**config.mk**
```make
export PLATFORM = sky130hd
export DESIGN_NAME = shop_arb_v_flat
export DESIGN_NICKNAME = d
export VERILOG_FILES = /design/src/rtl/shop_arb_v_if.sv /design/src/rtl/shop_arb_v.sv /design/src/flat_wrapper.sv
export SDC_FILE = /design/constraint.sdc
export NUM_CORES = 1
export LEC_CHECK = 0
export BUFFER_PORTS_ARGS = -buffer_cell sky130_fd_sc_hd__buf_2
export CAP_MARGIN = 20
export CORE_MARGIN = 8
export CORE_UTILIZATION = 45
export DETAILED_ROUTE_END_ITERATION = 16
export GPL_TIMING_DRIVEN = 0
export PLACE_DENSITY = 0.72
export SYNTH_ARGS = -nofsm -noshare
export SYNTH_HDL_FRONTEND = slang
export SYNTH_SLANG_ARGS = --single-unit
```
**constraint.sdc**
```tcl
create_clock -name i_clk -period 1.4 [get_ports i_clk]
set_clock_uncertainty 0.15 [all_clocks]
set_input_delay 0.21 -clock i_clk [delete_from_list [all_inputs] [get_ports i_clk]]
set_output_delay 0.21 -clock i_clk [all_outputs]
set_load 0.02 [all_outputs]
```
**src/rtl/shop_arb_v_if.sv**
```systemverilog
// Request/response bundle for the two-requester boolean-function arbiter.
// slave is the arbiter side; master is the requester/consumer side.
interface shop_arb_v_if;
  logic       i_req0_valid;
  logic [2:0] i_req0_abc;
  logic [1:0] i_req0_code;
  logic       o_req0_ready;
  logic       i_req1_valid;
  logic [2:0] i_req1_abc;
  logic [1:0] i_req1_code;
  logic       o_req1_ready;
  logic       o_rsp_valid;
  logic       o_rsp_id;
  logic       o_rsp_f;
  logic       i_rsp_ready;
  logic       o_busy;

  modport slave (
    input  i_req0_valid, i_req0_abc, i_req0_code,
    input  i_req1_valid, i_req1_abc, i_req1_code,
    input  i_rsp_ready,
    output o_req0_ready, o_req1_ready,
    output o_rsp_valid, o_rsp_id, o_rsp_f, o_busy
  );

  modport master (
    output i_req0_valid, i_req0_abc, i_req0_code,
    output i_req1_valid, i_req1_abc, i_req1_code,
    output i_rsp_ready,
    input  o_req0_ready, o_req1_ready,
    input  o_rsp_valid, o_rsp_id, o_rsp_f, o_busy
  );
endinterface

```
**src/rtl/shop_arb_v.sv**
```systemverilog
// Round-robin arbiter for two requesters evaluating a 3-input boolean function; response EVAL_LAT+1 cycles after transfer.
// One job in flight: no request is accepted until the held response is taken by i_rsp_ready.
module shop_arb_v #(
  parameter int unsigned EVAL_LAT = 2
) (
  input logic         i_clk,
  input logic         i_rst_n,
  shop_arb_v_if.slave bus
);

  typedef enum logic [1:0] {
    IDLE = 2'd0,
    EVAL = 2'd1,
    RESP = 2'd2
  } state_t;

  localparam logic [3:0] CNT_LOAD = 4'(EVAL_LAT - 1);

  state_t     state;
  state_t     state_nxt;
  logic       last_served;
  logic [3:0] cnt;
  logic [2:0] abc_q;
  logic [1:0] code_q;
  logic       id_q;
  logic       rsp_id_q;
  logic       rsp_f_q;
  logic       grant0;
  logic       grant1;
  logic       xfer;
  logic       eval_done;
  logic       rsp_hs;
  logic       f_nxt;

  // Ready is gated by reset so nothing can be granted before the first edge after release.
  always_comb begin
    grant0 = 1'b0;
    grant1 = 1'b0;
    if (i_rst_n && state == IDLE) begin
      if (bus.i_req0_valid && (!bus.i_req1_valid || last_served)) begin
        grant0 = 1'b1;
      end else if (bus.i_req1_valid) begin
        grant1 = 1'b1;
      end
    end
  end

  assign xfer      = grant0 | grant1;
  assign eval_done = (state == EVAL) && (cnt == 4'd0);
  assign rsp_hs    = (state == RESP) && bus.i_rsp_ready;

  always_comb begin
    state_nxt = state;
    case (state)
      IDLE:    if (xfer) state_nxt = EVAL;
      EVAL:    if (cnt == 4'd0) state_nxt = RESP;
      RESP:    if (bus.i_rsp_ready) state_nxt = IDLE;
      default: state_nxt = IDLE;
    endcase
  end

  always_comb begin
    f_nxt = 1'b0;
    case (code_q)
      2'b00: f_nxt = ^abc_q;
      2'b01: f_nxt = ~&abc_q;
      2'b10: f_nxt = ~|abc_q;
      2'b11: f_nxt = ~^abc_q;
      default: f_nxt = 1'b0;
    endcase
  end

  always_ff @(posedge i_clk or negedge i_rst_n) begin
    if (!i_rst_n) begin
      state <= IDLE;
    end else begin
      state <= state_nxt;
    end
  end

  always_ff @(posedge i_clk or negedge i_rst_n) begin
    if (!i_rst_n) begin
      last_served <= 1'b1;
      cnt         <= 4'd0;
      abc_q       <= 3'd0;
      code_q      <= 2'd0;
      id_q        <= 1'b0;
      rsp_id_q    <= 1'b0;
      rsp_f_q     <= 1'b0;
    end else begin
      if (xfer) begin
        abc_q  <= grant0 ? bus.i_req0_abc  : bus.i_req1_abc;
        code_q <= grant0 ? bus.i_req0_code : bus.i_req1_code;
        id_q   <= grant1;
        cnt    <= CNT_LOAD;
      end else if (state == EVAL && cnt != 4'd0) begin
        cnt <= cnt - 4'd1;
      end
      // Result and owner are captured only on the EVAL->RESP transition.
      if (eval_done) begin
        rsp_id_q <= id_q;
        rsp_f_q  <= f_nxt;
      end
      if (rsp_hs) begin
        last_served <= rsp_id_q;
      end
    end
  end

  assign bus.o_req0_ready = grant0;
  assign bus.o_req1_ready = grant1;
  assign bus.o_rsp_valid  = (state == RESP);
  assign bus.o_rsp_id     = rsp_id_q;
  assign bus.o_rsp_f      = rsp_f_q;
  assign bus.o_busy       = (state != IDLE);

endmodule
```
**src/flat_wrapper.sv**
```systemverilog
// flat-port wrapper written by rule: the top's interface ports become plain ports
module shop_arb_v_flat 
#(
  parameter int unsigned EVAL_LAT = 2
)
  (i_clk, i_rst_n, bus_i_req0_valid, bus_i_req0_abc, bus_i_req0_code, bus_i_req1_valid, bus_i_req1_abc, bus_i_req1_code, bus_i_rsp_ready, bus_o_req0_ready, bus_o_req1_ready, bus_o_rsp_valid, bus_o_rsp_id, bus_o_rsp_f, bus_o_busy);
  shop_arb_v_if bus_i ();
  input logic i_clk;
  input logic i_rst_n;
  input wire logic [$bits(bus_i.i_req0_valid)-1:0] bus_i_req0_valid;
  input wire logic [$bits(bus_i.i_req0_abc)-1:0] bus_i_req0_abc;
  input wire logic [$bits(bus_i.i_req0_code)-1:0] bus_i_req0_code;
  input wire logic [$bits(bus_i.i_req1_valid)-1:0] bus_i_req1_valid;
  input wire logic [$bits(bus_i.i_req1_abc)-1:0] bus_i_req1_abc;
  input wire logic [$bits(bus_i.i_req1_code)-1:0] bus_i_req1_code;
  input wire logic [$bits(bus_i.i_rsp_ready)-1:0] bus_i_rsp_ready;
  output wire logic [$bits(bus_i.o_req0_ready)-1:0] bus_o_req0_ready;
  output wire logic [$bits(bus_i.o_req1_ready)-1:0] bus_o_req1_ready;
  output wire logic [$bits(bus_i.o_rsp_valid)-1:0] bus_o_rsp_valid;
  output wire logic [$bits(bus_i.o_rsp_id)-1:0] bus_o_rsp_id;
  output wire logic [$bits(bus_i.o_rsp_f)-1:0] bus_o_rsp_f;
  output wire logic [$bits(bus_i.o_busy)-1:0] bus_o_busy;
  assign bus_i.i_req0_valid = bus_i_req0_valid;
  assign bus_i.i_req0_abc = bus_i_req0_abc;
  assign bus_i.i_req0_code = bus_i_req0_code;
  assign bus_i.i_req1_valid = bus_i_req1_valid;
  assign bus_i.i_req1_abc = bus_i_req1_abc;
  assign bus_i.i_req1_code = bus_i_req1_code;
  assign bus_i.i_rsp_ready = bus_i_rsp_ready;
  assign bus_o_req0_ready = bus_i.o_req0_ready;
  assign bus_o_req1_ready = bus_i.o_req1_ready;
  assign bus_o_rsp_valid = bus_i.o_rsp_valid;
  assign bus_o_rsp_id = bus_i.o_rsp_id;
  assign bus_o_rsp_f = bus_i.o_rsp_f;
  assign bus_o_busy = bus_i.o_busy;
  shop_arb_v #(.EVAL_LAT(EVAL_LAT)) u_core (.i_clk(i_clk), .i_rst_n(i_rst_n), .bus(bus_i));
endmodule
```
Word-level counts from Yosys, hierarchy flattened. Index checks and enable logic that the tools add are counted.

Bits in writable memories: 0. Memories: 0. Word-level logic and storage cells: 52. Input bits: 15. Bits in registers: 15. Latch bits: 0. ROM bits: 0.

Multipliers: 0. Equality and inequality tests: 8. Reduce and logical (&&, ||, !) cells: 20. Shift operators: 0. Bitwise logic cells: 1. $add $sub $neg: 1. Muxes and demuxes: 14. Divide/modulo/power cells: 0. Magnitude comparators: 0.

Operator list (number): $mux W2 (4); $mux W4 (2); $eq A2 B2 Y1 const B (3); $pmux W2 S3 (1); $reduce_and A3 Y1 (2); $logic_and A1 B1 Y1 (5); $mux W1 (5); $eq A2 B1 Y1 const B (2); $logic_not A2 Y1 (2); $logic_not A4 Y1 (1); $ne A2 B2 Y1 const B (2); $pmux W1 S4 (1); $reduce_bool A2 Y1 (2); $reduce_bool A4 Y1 (1); $sub A4 B1 Y4 const B (1); $logic_not A1 Y1 (3); $mux W3 (1); $reduce_or A3 Y1 (1); $reduce_xnor A3 Y1 (1); $reduce_xor A3 Y1 (1); $ne A2 B1 Y1 const B (1); $logic_or A1 B1 Y1 (1); $or A1 B1 Y1 (1).

Logic depth before layout (Yosys ltp). Gate-level depths: netlist (run 1).

Word-level depth: 8. Depth in mapped cells: 6.

Worst setup path before layout (run 1). No wires, ideal clock.

Kind: reg2reg. From: register u_core.abc_q[0]. To: register u_core.rsp_f_q (netlist: u_core.bus.o_rsp_f). Path slack: -201 ps. Cell stages (with the launch flop): 7. Required time: 1129 ps. Arrival time: 1330 ps. Cells stage by stage: dfrtp_1 > inv_1 > ha_1 > nor2_1 > o311ai_0 > o21ba_2 > a22o_1.

Cells in the longest elaborated chain, start to end: 3. Elaborated cells between the ends (all ways): 7. Classes of those cells: mux (1); reduce/logical (6).

RTL lines: from (decl) (RTL line shop_arb_v.sv:23) `logic [2:0] abc_q;`; from (signal assigned) (RTL line shop_arb_v.sv:92) `abc_q <= grant0 ? bus.i_req0_abc : bus.i_req1_abc;`; $reduce_or A3 Y1 or $reduce_and A3 Y1 (tied branches) (RTL line shop_arb_v.sv:67, shop_arb_v.sv:66); $logic_not A1 Y1, on equally long branches (RTL line shop_arb_v.sv:67, shop_arb_v.sv:66); $pmux W1 S4 * (RTL line shop_arb_v.sv:64) `case (code_q)`; to (signal assigned) (RTL line shop_arb_v.sv:102) `rsp_f_q <= f_nxt;`; to (decl) (RTL line shop_arb_v.sv:27) `logic rsp_f_q;`.

Mark *: on every way between the ends. The rest lies on a longest branch, timed or not. A chain may end at the register's enable or synchronous reset.

Worst setup path after layout (run 1).
From: register u_core.state[1]. To: output port bus_o_req1_ready.

Cells in the longest elaborated chain, start to end: 3.

RTL lines: from (decl) (RTL line shop_arb_v.sv:19) `state_t state;`; from (signal assigned) (RTL line shop_arb_v.sv:77) `state <= state_nxt;`; $logic_not A2 Y1 (RTL line shop_arb_v.sv:39) `if (i_rst_n && state == IDLE) begin`; $logic_and A1 B1 Y1 (RTL line shop_arb_v.sv:39); $mux W1 (RTL line shop_arb_v.sv:39); to (decl) (RTL line flat_wrapper.sv:18) `output wire logic [$bits(bus_i.o_req1_ready)-1:0] bus_o_req1_ready;`.

No other way between the ends.

==> run_results.csv, run 1 <==
group,metric,value,unit
sta,period_minus_slack,1.74,ns
routing,firstDrtPassIters,4,
routing,vias,790,
placement,dp.cells,132,
floorplan,ios,21,
global_routing,antenna_found_initial,0,
placement,io_buffers,20,
layout,nets,155,
job,drv_cap,0,
clocking,clkTransAtPathRegs,0.09,ns
clocking,clock-sinks,15,
global_routing,grt_pass1_wl,3.57,mm
layout,drive_gt1_share,60.0,%
setup_path,worstSetupEndpointType,"output port",
routing,drc,0,
logic_synthesis,seq_area_frac_synth,45.2,%
min_path,hold_depth,3,
global_routing,grt_pass1_vias,827,
logic_synthesis,synth.most_common_cell,"dfrtp_1",
setup_path,worstSetupPathType,"register to output port",
clocking,clk_latency,0.29,ns
floorplan,die_w,59.0,µm
floorplan,num_rows,15,
placement,dpl-instance-area,995,µm²
logic_synthesis,synth_common_cells,"dfrtp_1, nor2_1, nand2_1, inv_1, nand2b_1",
setup_path,critPathArrivalTime,1.38,ns
setup_path,r2r_start,"u_core.cnt[1]$_DFFE_PN0P_",
layout,fin_area,1400,µm²
logic_synthesis,syn_avg_cell_area,9.58,µm²
logic_synthesis,synthCells,87,
layout,fillers,113,
logic_synthesis,synth_top_area_share,42.0,%
floorplan,initial_utilization,48.3,%
setup_path,r2r_end,"u_core.bus.o_rsp_id$_DFFE_PN0P_",
logic_synthesis,synth_top_area_cell,"dfrtp_1",
logic_synthesis,ys.flop_type,"dfrtp_1",
sta,finalWorstSetupSlack,-0.340,ns
routing,drt-vias-per-instance,4.94,
logic_synthesis,async_reset_ff_share,100,%
logic_synthesis,syn_area,833,µm²
run_status,failed_checks,"negative setup slack",
layout,multi_input_area,582,µm²
routing,ant_nets,0,
global_routing,grt-ovfl-total,0,
clocking,root_buffer,"clkbuf_4",
layout,finalNonFillerCells,160,
layout,antenna_cells,0,
setup_path,rr_worst_depth,5,
layout,regArea,377,µm²
power,ir_drop,1.40,mV
logic_synthesis,synth.area.top_cells,"dfrtp_1, ha_1, nor2_1",
sta,max-slew-margin-rel,54.3,%
routing,wl_per_cell,13.8,µm
run_status,outcome,"finished, violations left",
min_path,hold_class,"primary input to register",
sta,period_share,124,%
setup_path,crit_fanout,3,
routing,route.final.wire_length,2.20,mm
min_path,min_to,"u_core.code_q[1]$_DFFE_PN0P_",
floorplan,die_h,59.0,µm
logic_synthesis,ys_ff_latch,15,
logic_synthesis,yosysWarnings,0,
clocking,cts_inserted_buffers,3,
placement,dp_hpwl,1.31,mm
logic_synthesis,synth_edf_count,0,
floorplan,core,1730,µm²
power,leakage,0.653,nW
sta,tightest_slew,0.683,ns
sta,fmax,575,MHz
clocking,clockBufferDepth,2,
placement,gp_congestion,0.784,
global_routing,gr-usage-all-layers,13.5,%
sta,hold_viol,0,
sta,final_max_slew_viol_count,0,
setup_path,rrSetupSlack,-0.34,ns
floorplan,dieArea,3480,µm²
setup_path,crit_path_start_kind,"register",
logic_synthesis,synth_cell_type_count,29,
clocking,cts_tree,"built",
power,power_density,2330,nW/µm²
sta,rsz0062_at_grt,"true",
global_routing,grt_max_degree,16,
layout,area_growth,67.7,%
setup_path,cp.required,1.04,ns
routing,drt-initial-drc-count,2,
sta,finalSetupTns,-3.59,ns
sta,setup_viol,18,
logic_synthesis,synth_fp_nets,106,
clocking,h-tree-depth,1,
min_path,min_from,"bus_i_req0_code[1]",
[registers in the layout, indices dropped and copies added (netlist names)]
name,flops
u_core.cnt,4
u_core.abc_q,3
u_core.code_q,2
u_core.state,2
u_core.bus.o_rsp_f,1
u_core.bus.o_rsp_id,1
u_core.id_q,1
u_core.last_served,1
[worst max path at each step]
stage	endpoint	from	cells past startpoint
floorplan	u_core.bus.o_rsp_id$_DFFE_PN0P_	u_core.cnt[0]$_DFFE_PN0P_	5
finish	bus_o_req1_ready	u_core.state[1]$_DFFE_PN0P_	4
detailed placement	u_core.bus.o_rsp_id$_DFFE_PN0P_	u_core.cnt[0]$_DFFE_PN0P_	5
CTS	bus_o_req1_ready	u_core.state[1]$_DFFE_PN0P_	4
global placement	u_core.bus.o_rsp_id$_DFFE_PN0P_	u_core.cnt[0]$_DFFE_PN0P_	5
global route	bus_o_req1_ready	u_core.state[1]$_DFFE_PN0P_	4
[report_power, final]
part | internal (W) | switching, W | leakage [nW] | total, W
registers | 0.000656 | 0.000196 | 0.176 | 0.000852
logic | 0.00124 | 0.000905 | 0.462 | 0.00215
clock network | 0.000111 | 0.000149 | 0.0150 | 0.000260
total | 0.00201 | 0.00125 | 0.653 | 0.00326
[layout make-up]
class | count | share of cell area [%]
inverters | 7 | 2.06
multi-input cells | 64 | 41.6
clock buffers | 4 | 1.88
plain buffers | 1 | 1.07
repair buffers | 44 | 24.2
flip-flops and latches | 15 | 26.9
well taps | 25 | 2.24
[cell families after synthesis]
family	count (synthesis)	share of synthesized area, %
simple gates	40	25.5
flops	15	45.2
compound gates	14	11.4
buf+inv	8	4.50
mux	4	5.26
fa+ha+maj	4	6.01
xor+xnor	2	2.10
[cell usage in the layout (no fill, tap or decap), types with 3 or more instances in the layout]
| master | synthesis | routed |
|---|---|---|
| nor2_1 | 13 | 6 |
| clkbuf_4 | 0 | 3 |
| nor2_2 | 0 | 5 |
| inv_2 | 1 | 3 |
| buf_6 | 1 | 8 |
| buf_2 | 0 | 16 |
| buf_4 | 0 | 17 |
| nand2b_1 | 6 | 4 |
| mux2_4 | 0 | 3 |
| inv_1 | 6 | 3 |
| a31oi_1 | 5 | 4 |
| dfrtp_1 | 14 | 14 |
| nand2_1 | 12 | 10 |
[routing by layer]
| layer | vias to the layer above | track usage, % | part of all wire, % |
|---|---|---|---|
| li1 | 387 | - | - |
| met5 | - | 0 | 0 |
| met3 | 8 | 3.69 | 3.2 |
| met2 | 25 | 22.7 | 52 |
| met1 | 370 | 15.0 | 42 |
| met4 | 0 | 7.17 | 3.4 |
[per-stage QoR]
| step | hold slack [ns] | total power (W) | setup WS (ns) | utilization, % |
|---|---|---|---|---|
| detailed placement | -0.0128 | 0.00202 | -0.363 | 57.6 |
| floorplan | -0.236 | 0.00174 | -0.154 | - |
| global route | 0.0210 | 0.00349 | -0.407 | 80.9 |
| CTS | 0.0144 | 0.00297 | -0.346 | 75.0 |
| global placement | -0.0188 | 0.00196 | -0.323 | 57.6 |
| finish | 0.0123 | 0.00326 | -0.340 | 80.9 |
[what timing repair did]
item,CTS,global route
resized for setup,31,14
endpoints found under the setup margin,17,19
pin swaps,8,6
setup buffers,16,6
cloned,0,0
hold buffers,2,0
hold endpoints to repair,16,0
[worst max-delay path, cell delays in order, from the launching register on]
cell and delay [ns]:
dfrtp_1 0.42, nor3b_4 0.30, nand2_1 0.10, a21oi_2 0.11, buf_4 0.15
Note: power is estimated with default switching activity, not from simulation.
==> run 2: changes to the inputs <==
--- a/config.mk
+++ b/config.mk
@@ -11,7 +11,7 @@
 export CORE_UTILIZATION = 45
 export DETAILED_ROUTE_END_ITERATION = 16
 export GPL_TIMING_DRIVEN = 0
-export PLACE_DENSITY = 0.72
+export PLACE_DENSITY = 0.76
 export SYNTH_ARGS = -nofsm -noshare
 export SYNTH_HDL_FRONTEND = slang
 export SYNTH_SLANG_ARGS = --single-unit
==> run 2 against run 1 <==
Net effect: the flow still finishes with violations (negative setup slack); wire length increased by 11%; clock power about the same; via count increased by 2.5%; register-to-register slack improved by 0.10 ns; core utilization unchanged; critical endpoint unchanged; largest power group unchanged; highest routed layer unchanged.
==> run_results.csv, run 2 (synthesis results as in run 1) <==
group,metric,value,unit
placement,dpl-instance-area,995,µm²
power,p_int,0.00206,W
sta,hold_viol,0,
clocking,root_buffer,"clkbuf_4",
setup_path,crit_path_end,"bus_o_req1_ready",
floorplan,initial_utilization,48.3,%
clocking,clockBufferDepth,2,
clocking,clock-sinks,15,
clocking,clkTransAtPathRegs,0.10,ns
sta,period_share,126,%
setup_path,critPathBufInv,1,
placement,dp_hpwl,1.32,mm
setup_path,slowest_stage,"dfrtp_1",
power,ir_drop,1.47,mV
clocking,cts_inserted_buffers,3,
layout,drive_gt1_share,63.0,%
run_status,outcome,"finished, violations left",
power,power.switching,0.00138,W
routing,wl_met2,1.17,mm
floorplan,die_w,59.0,µm
routing,wl_met1,1.07,mm
setup_path,rrSetupSlack,-0.24,ns
power,power_density,2460,nW/µm²
floorplan,core,1730,µm²
power,p_sw_share,40.0,%
placement,gp_congestion,0.779,
routing,drt-initial-drc-count,15,
layout,largest_reg_flops,4,
layout,top_register,"u_core.cnt",
setup_path,cp.required,1.04,ns
sta,max-slew-margin-rel,55.0,%
floorplan,die_h,59.0,µm
routing,drc,0,
setup_path,crit_chain,"nor3b_4 > nand2_1 > a21oi_2 > buf_6",
routing,vias,810,
setup_path,worstSetupPathType,"register to output port",
layout,post-route-util,80.9,%
setup_path,max_stage_delay,0.44,ns
setup_path,critPathArrivalTime,1.40,ns
layout,antenna_cells,0,
layout,reg.largest.list,"u_core.cnt x4, u_core.abc_q x3",
placement,io_buffers,20,
setup_path,cp.depth,4,
power,pwr-share-comb,66.9,%
power,p_seq_share,25.6,%
floorplan,ios,21,
job,drv_cap,0,
global_routing,antenna_found_initial,0,
setup_path,r2r_end,"u_core.cnt[1]$_DFFE_PN0P_",
sta,fmax,569,MHz
setup_path,crit_path_start_kind,"register",
routing,ant_nets,0,
setup_path,crit_start,"u_core.state[1]$_DFFE_PN0P_",
global_routing,grt_pass1_vias,858,
routing,routed.top_layer,"met4",
clocking,h-tree-depth,1,
routing,wl_per_cell,15.3,µm
layout,fin_area,1400,µm²
sta,finalWorstSetupSlack,-0.359,ns
layout,area_growth,67.7,%
global_routing,grt_pass1_wl,3.76,mm
power,leakage,0.662,nW
floorplan,dieArea,3480,µm²
layout,final_cell_mix,"buf_4, buf_2, dfrtp_1",
setup_path,rr_worst_depth,7,
routing,firstDrtPassIters,4,
power,p_clk_share,7.5,%
routing,route.final.wire_length,2.45,mm
sta,tightest_slew,0.672,ns
global_routing,grt_max_degree,16,
setup_path,r2r_start,"u_core.cnt[1]$_DFFE_PN0P_",
sta,final_max_slew_viol_count,0,
floorplan,num_rows,15,
setup_path,crit_fanout,4,
sta,period_minus_slack,1.76,ns
setup_path,cp_top_family,"flip-flops",
clocking,cts_tree,"built",
layout,nets,155,
sta,rsz0062_at_grt,"true",
sta,setup_viol,17,
global_routing,gr-usage-all-layers,14.1,%
setup_path,worstSetupEndpointType,"output port",
min_path,hold_class,"primary input to register",
routing,drt-vias-per-instance,5.06,
global_routing,grt-ovfl-total,0,
clocking,clk_latency,0.29,ns
run_status,failed_checks,"negative setup slack",
routing,routed-wl-met3,118,µm
layout,fillers,100,
## run 2: power groups by stage
stage	Sequential [W]	Combinational, W	Clock [W]
after global routing	0.000899	0.00246	0.000281
after global placement	0.000841	0.00112	0
final	0.000878	0.00230	0.000258
after floorplan	0.000848	0.000893	0
after CTS	0.000845	0.00197	0.000265
after detailed placement	0.000852	0.00116	0
## run 2: worst min-delay path by stage
stage	endpoint	startpoint	slack, ns	cells after the start
after floorplan	u_core.abc_q[0]$_DFFE_PN0P_	i_rst_n	-0.24	0
after global placement	u_core.cnt[2]$_DFFE_PN0P_	i_rst_n	-0.01	1
after CTS	u_core.code_q[0]$_DFFE_PN0P_	bus_i_req0_code[0]	0.002	3
after global routing	u_core.abc_q[2]$_DFFE_PN0P_	bus_i_req0_abc[2]	0.01	3
after detailed placement	u_core.cnt[2]$_DFFE_PN0P_	i_rst_n	-0.01	1
final	u_core.abc_q[2]$_DFFE_PN0P_	bus_i_req0_abc[2]	0.001	3
## run 2: worst reg2reg max path, stage by stage (launching register included)
cell,delay [ns]
dfrtp_1,0.38
inv_2,0.06
ha_4,0.16
nor3b_4,0.15
buf_4,0.15
nor2_4,0.15
mux2_4,0.31
nor2_1,0.08
## run 2: layout make-up
type / instances / area [µm²] / area share, %
tap: 25 / 31.3 / 2.24
clock buffer: 3 / 22.5 / 1.61
sequential: 15 / 377 / 26.9
clock inverter: 1 / 5.00 / 0.358
timing repair buffer: 44 / 333 / 23.8
inverter: 7 / 28.8 / 2.06
multi-input combinational: 64 / 589 / 42.2
buffer: 1 / 11.3 / 0.806
## run 2: metal layers
layer / track usage [%] / vias up
met2: 23.2 / 27
met3: 3.25 / 8
li1: - / 387
met4: 7.51 / 0
met1: 16.4 / 388
met5: 0 / -
## run 2: what timing repair did
item,CTS,global route
hold buffers,2,0
gates cloned,1,0
buffers inserted,15,9
hold endpoints to repair,16,0
pin swaps,12,7
setup endpoints to repair,17,18
resized for setup,35,16
## run 2: through the flow
stage | setup WS [ns] | power, W | hold slack (ns) | TNS (ns) | cells
3_5_place_dp | -0.345 | 0.00202 | -0.0118 | -3.42 | 132
3_3_place_gp | -0.346 | 0.00196 | -0.0113 | -3.13 | 132
4_1_cts | -0.330 | 0.00308 | 0.00250 | -2.17 | 154
6_report | -0.359 | 0.00343 | 0.00131 | -3.32 | 160
2_1_floorplan | -0.154 | 0.00174 | -0.236 | -0.531 | 87
5_1_grt | -0.445 | 0.00364 | 0.0120 | -4.81 | 160
==> run 3: changes to the inputs <==
--- a/config.mk
+++ b/config.mk
@@ -12,6 +12,7 @@
 export DETAILED_ROUTE_END_ITERATION = 16
 export GPL_TIMING_DRIVEN = 0
 export PLACE_DENSITY = 0.76
+export SKIP_CTS_REPAIR_TIMING = 1
 export SYNTH_ARGS = -nofsm -noshare
 export SYNTH_HDL_FRONTEND = slang
 export SYNTH_SLANG_ARGS = --single-unit
==> run 3 against run 2 <==
Net effect: the run still ends with negative setup slack left; flip-flop and latch count did not move; first-iteration DRC count fell by 53%; clock power barely moved; power fell by 9.0%; count of clock-buffer cells in the layout did not move; final cell count fell by 3.1%; die area did not move; non-clock buffer count fell by 5; register-to-register slack got worse by 0.05 ns; critical path depth did not move; worst hold slack improved by 0.0047 ns; critical path type unchanged.
==> run_results.csv, run 3 (synthesis results as in run 1) <==
group,metric,value,unit
run_status,outcome,"finished, violations left",
run_status,failed_checks,"negative setup slack",
placement,dp.cells,132,
placement,io_buffers,20,
setup_path,crit_chain,"buf_4 > buf_6 > or2_2 > buf_6",
layout,fin_area,1340,µm²
floorplan,initial_utilization,48.3,%
routing,ant_nets,0,
clocking,clock-sinks,15,
sta,period_share,128,%
routing,vias,800,
power,p_int,0.00188,W
sta,fmax,559,MHz
clocking,clockBufferDepth,2,
clocking,clkTransAtPathRegs,0.10,ns
power,pwr-share-comb,63.4,%
routing,wl_per_cell,15.4,µm
setup_path,rrSetupSlack,-0.29,ns
sta,period_minus_slack,1.79,ns
clocking,cts_inserted_buffers,3,
sta,setup_viol,18,
setup_path,slowest_stage,"dfrtp_2",
floorplan,num_rows,15,
setup_path,critPathArrivalTime,1.43,ns
layout,fillers,119,
floorplan,die_w,59.0,µm
setup_path,max_stage_delay,0.45,ns
layout,top_register,"u_core.cnt",
power,leakage,0.629,nW
layout,antenna_cells,0,
clocking,cts_tree,"built",
layout,drive_gt1_share,59.2,%
sta,final_max_slew_viol_count,0,
sta,finalWorstSetupSlack,-0.388,ns
power,p_seq_share,28.3,%
power,p_clk_share,8.3,%
global_routing,met1_usage,12.7,%
global_routing,grt_pass1_vias,733,
power,p_sw_share,39.7,%
global_routing,gr-usage-all-layers,11.1,%
setup_path,critPathBufInv,3,
sta,finalSetupTns,-3.93,ns
routing,drt-initial-drc-count,7,
sta,rsz0062_at_grt,"true",
setup_path,cp_top_family,"flip-flops",
job,drv_cap,0,
floorplan,die_h,59.0,µm
setup_path,crit_start,"u_core.state[1]$_DFFE_PN0P_",
global_routing,use_met2,17.9,%
setup_path,crit_path_start_kind,"register",
placement,dp_hpwl,1.32,mm
global_routing,grt.busiest_layer,"met2",
layout,area_growth,60.7,%
min_path,min_from,"bus_i_req0_code[0]",
setup_path,crit_path_frequent_cell,"buf_6",
setup_path,crit_fanout,3,
placement,gp_congestion,0.779,
global_routing,met3_usage,2.82,%
routing,firstDrtPassIters,4,
placement,place_ws,-0.345,ns
routing,route.final.wire_length,2.38,mm
clocking,root_buffer,"clkbuf_4",
layout,final_common_cell,"buf_2",
sta,tightest_slew,0.676,ns
layout,largest_reg_flops,4,
layout,nets,150,
setup_path,worstSetupPathType,"register to output port",
layout,final_cell_mix,"buf_2, dfrtp_1, nand2_1, buf_4, buf_6",
placement,dpl-instance-area,995,µm²
min_path,hold_class,"primary input to register",
routing,drt-vias-per-instance,5.16,
power,power_density,2330,nW/µm²
global_routing,grt-ovfl-total,0,
sta,max-slew-margin-rel,54.8,%
routing,drc,0,
floorplan,dieArea,3480,µm²
power,ir_drop,1.23,mV
setup_path,worstSetupEndpointType,"output port",
power,power.switching,0.00124,W
floorplan,ios,21,
setup_path,r2r_start,"u_core.abc_q[1]$_DFFE_PN0P_",
floorplan,core,1730,µm²
setup_path,cp.required,1.04,ns
layout,reg.largest.list,"u_core.cnt x4, u_core.abc_q x3",
clocking,clk_latency,0.29,ns
global_routing,antenna_found_initial,0,
global_routing,grt_pass1_wl,3.01,mm
layout,finalNonFillerCells,155,
clocking,h-tree-depth,1,
power,total_power,0.00312,W
sta,hold_viol,0,
global_routing,grt_max_degree,17,
run 3: cell count changes in the layout (fill, tap and decap cells not counted), moves of 2 or more:
cell,delta
buf_6,-2
nand2b_4,-2
nand2b_1,+2
dfrtp_1,-2
dfrtp_2,+2
inv_1,+2
inv_2,-2
buf_4,-5
run 3: cell type report:
cell class / instances / area, µm² / share of cell area [%]
tap: 25 / 31.3 / 2.34
clock inverter: 1 / 5.00 / 0.374
sequential: 15 / 379 / 28.3
timing repair buffer: 39 / 304 / 22.7
clock buffer: 3 / 22.5 / 1.68
multi-input combinational: 64 / 553 / 41.3
inverter: 7 / 28.8 / 2.15
buffer: 1 / 15.0 / 1.12
run 3: power by group through the flow:
stage               Combinational [W]  Clock [W]  Sequential, W
floorplan                    0.000893          0       0.000848
global placement              0.00112          0       0.000841
detailed placement            0.00116          0       0.000852
CTS                           0.00118   0.000265       0.000844
global route                  0.00216   0.000280       0.000913
finish                        0.00198   0.000259       0.000884
run 3: through the flow:
step           hold WS (ns)  util [%]
2_1_floorplan        -0.236         -
3_3_place_gp        -0.0113      57.6
3_5_place_dp        -0.0118      57.6
4_1_cts              -0.331      59.2
5_1_grt             0.00651      77.5
6_report            0.00598      77.5
run 3: worst min-delay path, stage by stage:
cell,delay (ns)
buf_2,0.09
nand2_1,0.04
a31oi_1,0.07
run 3: worst paths after layout:
kind                                                  endpoint  depth (start not counted)
worst max-delay path                                bus_o_busy                          4
worst min-delay path              u_core.code_q[0]$_DFFE_PN0P_                          3
worst max register to register  u_core.bus.o_rsp_f$_DFFE_PN0P_                          6
worst min register to register  u_core.bus.o_rsp_f$_DFFE_PN0P_                          1
max in group asynchronous          u_core.state[0]$_DFFE_PN0P_                          2
min in group asynchronous            u_core.cnt[2]$_DFFE_PN0P_                          2
run 3: per-layer routing:
layer / vias up / part of all wire (%)
li1: 377 / -
met1: 380 / 38
met2: 33 / 52
met3: 10 / 7.1
met4: 0 / 3.7
met5: - / 0
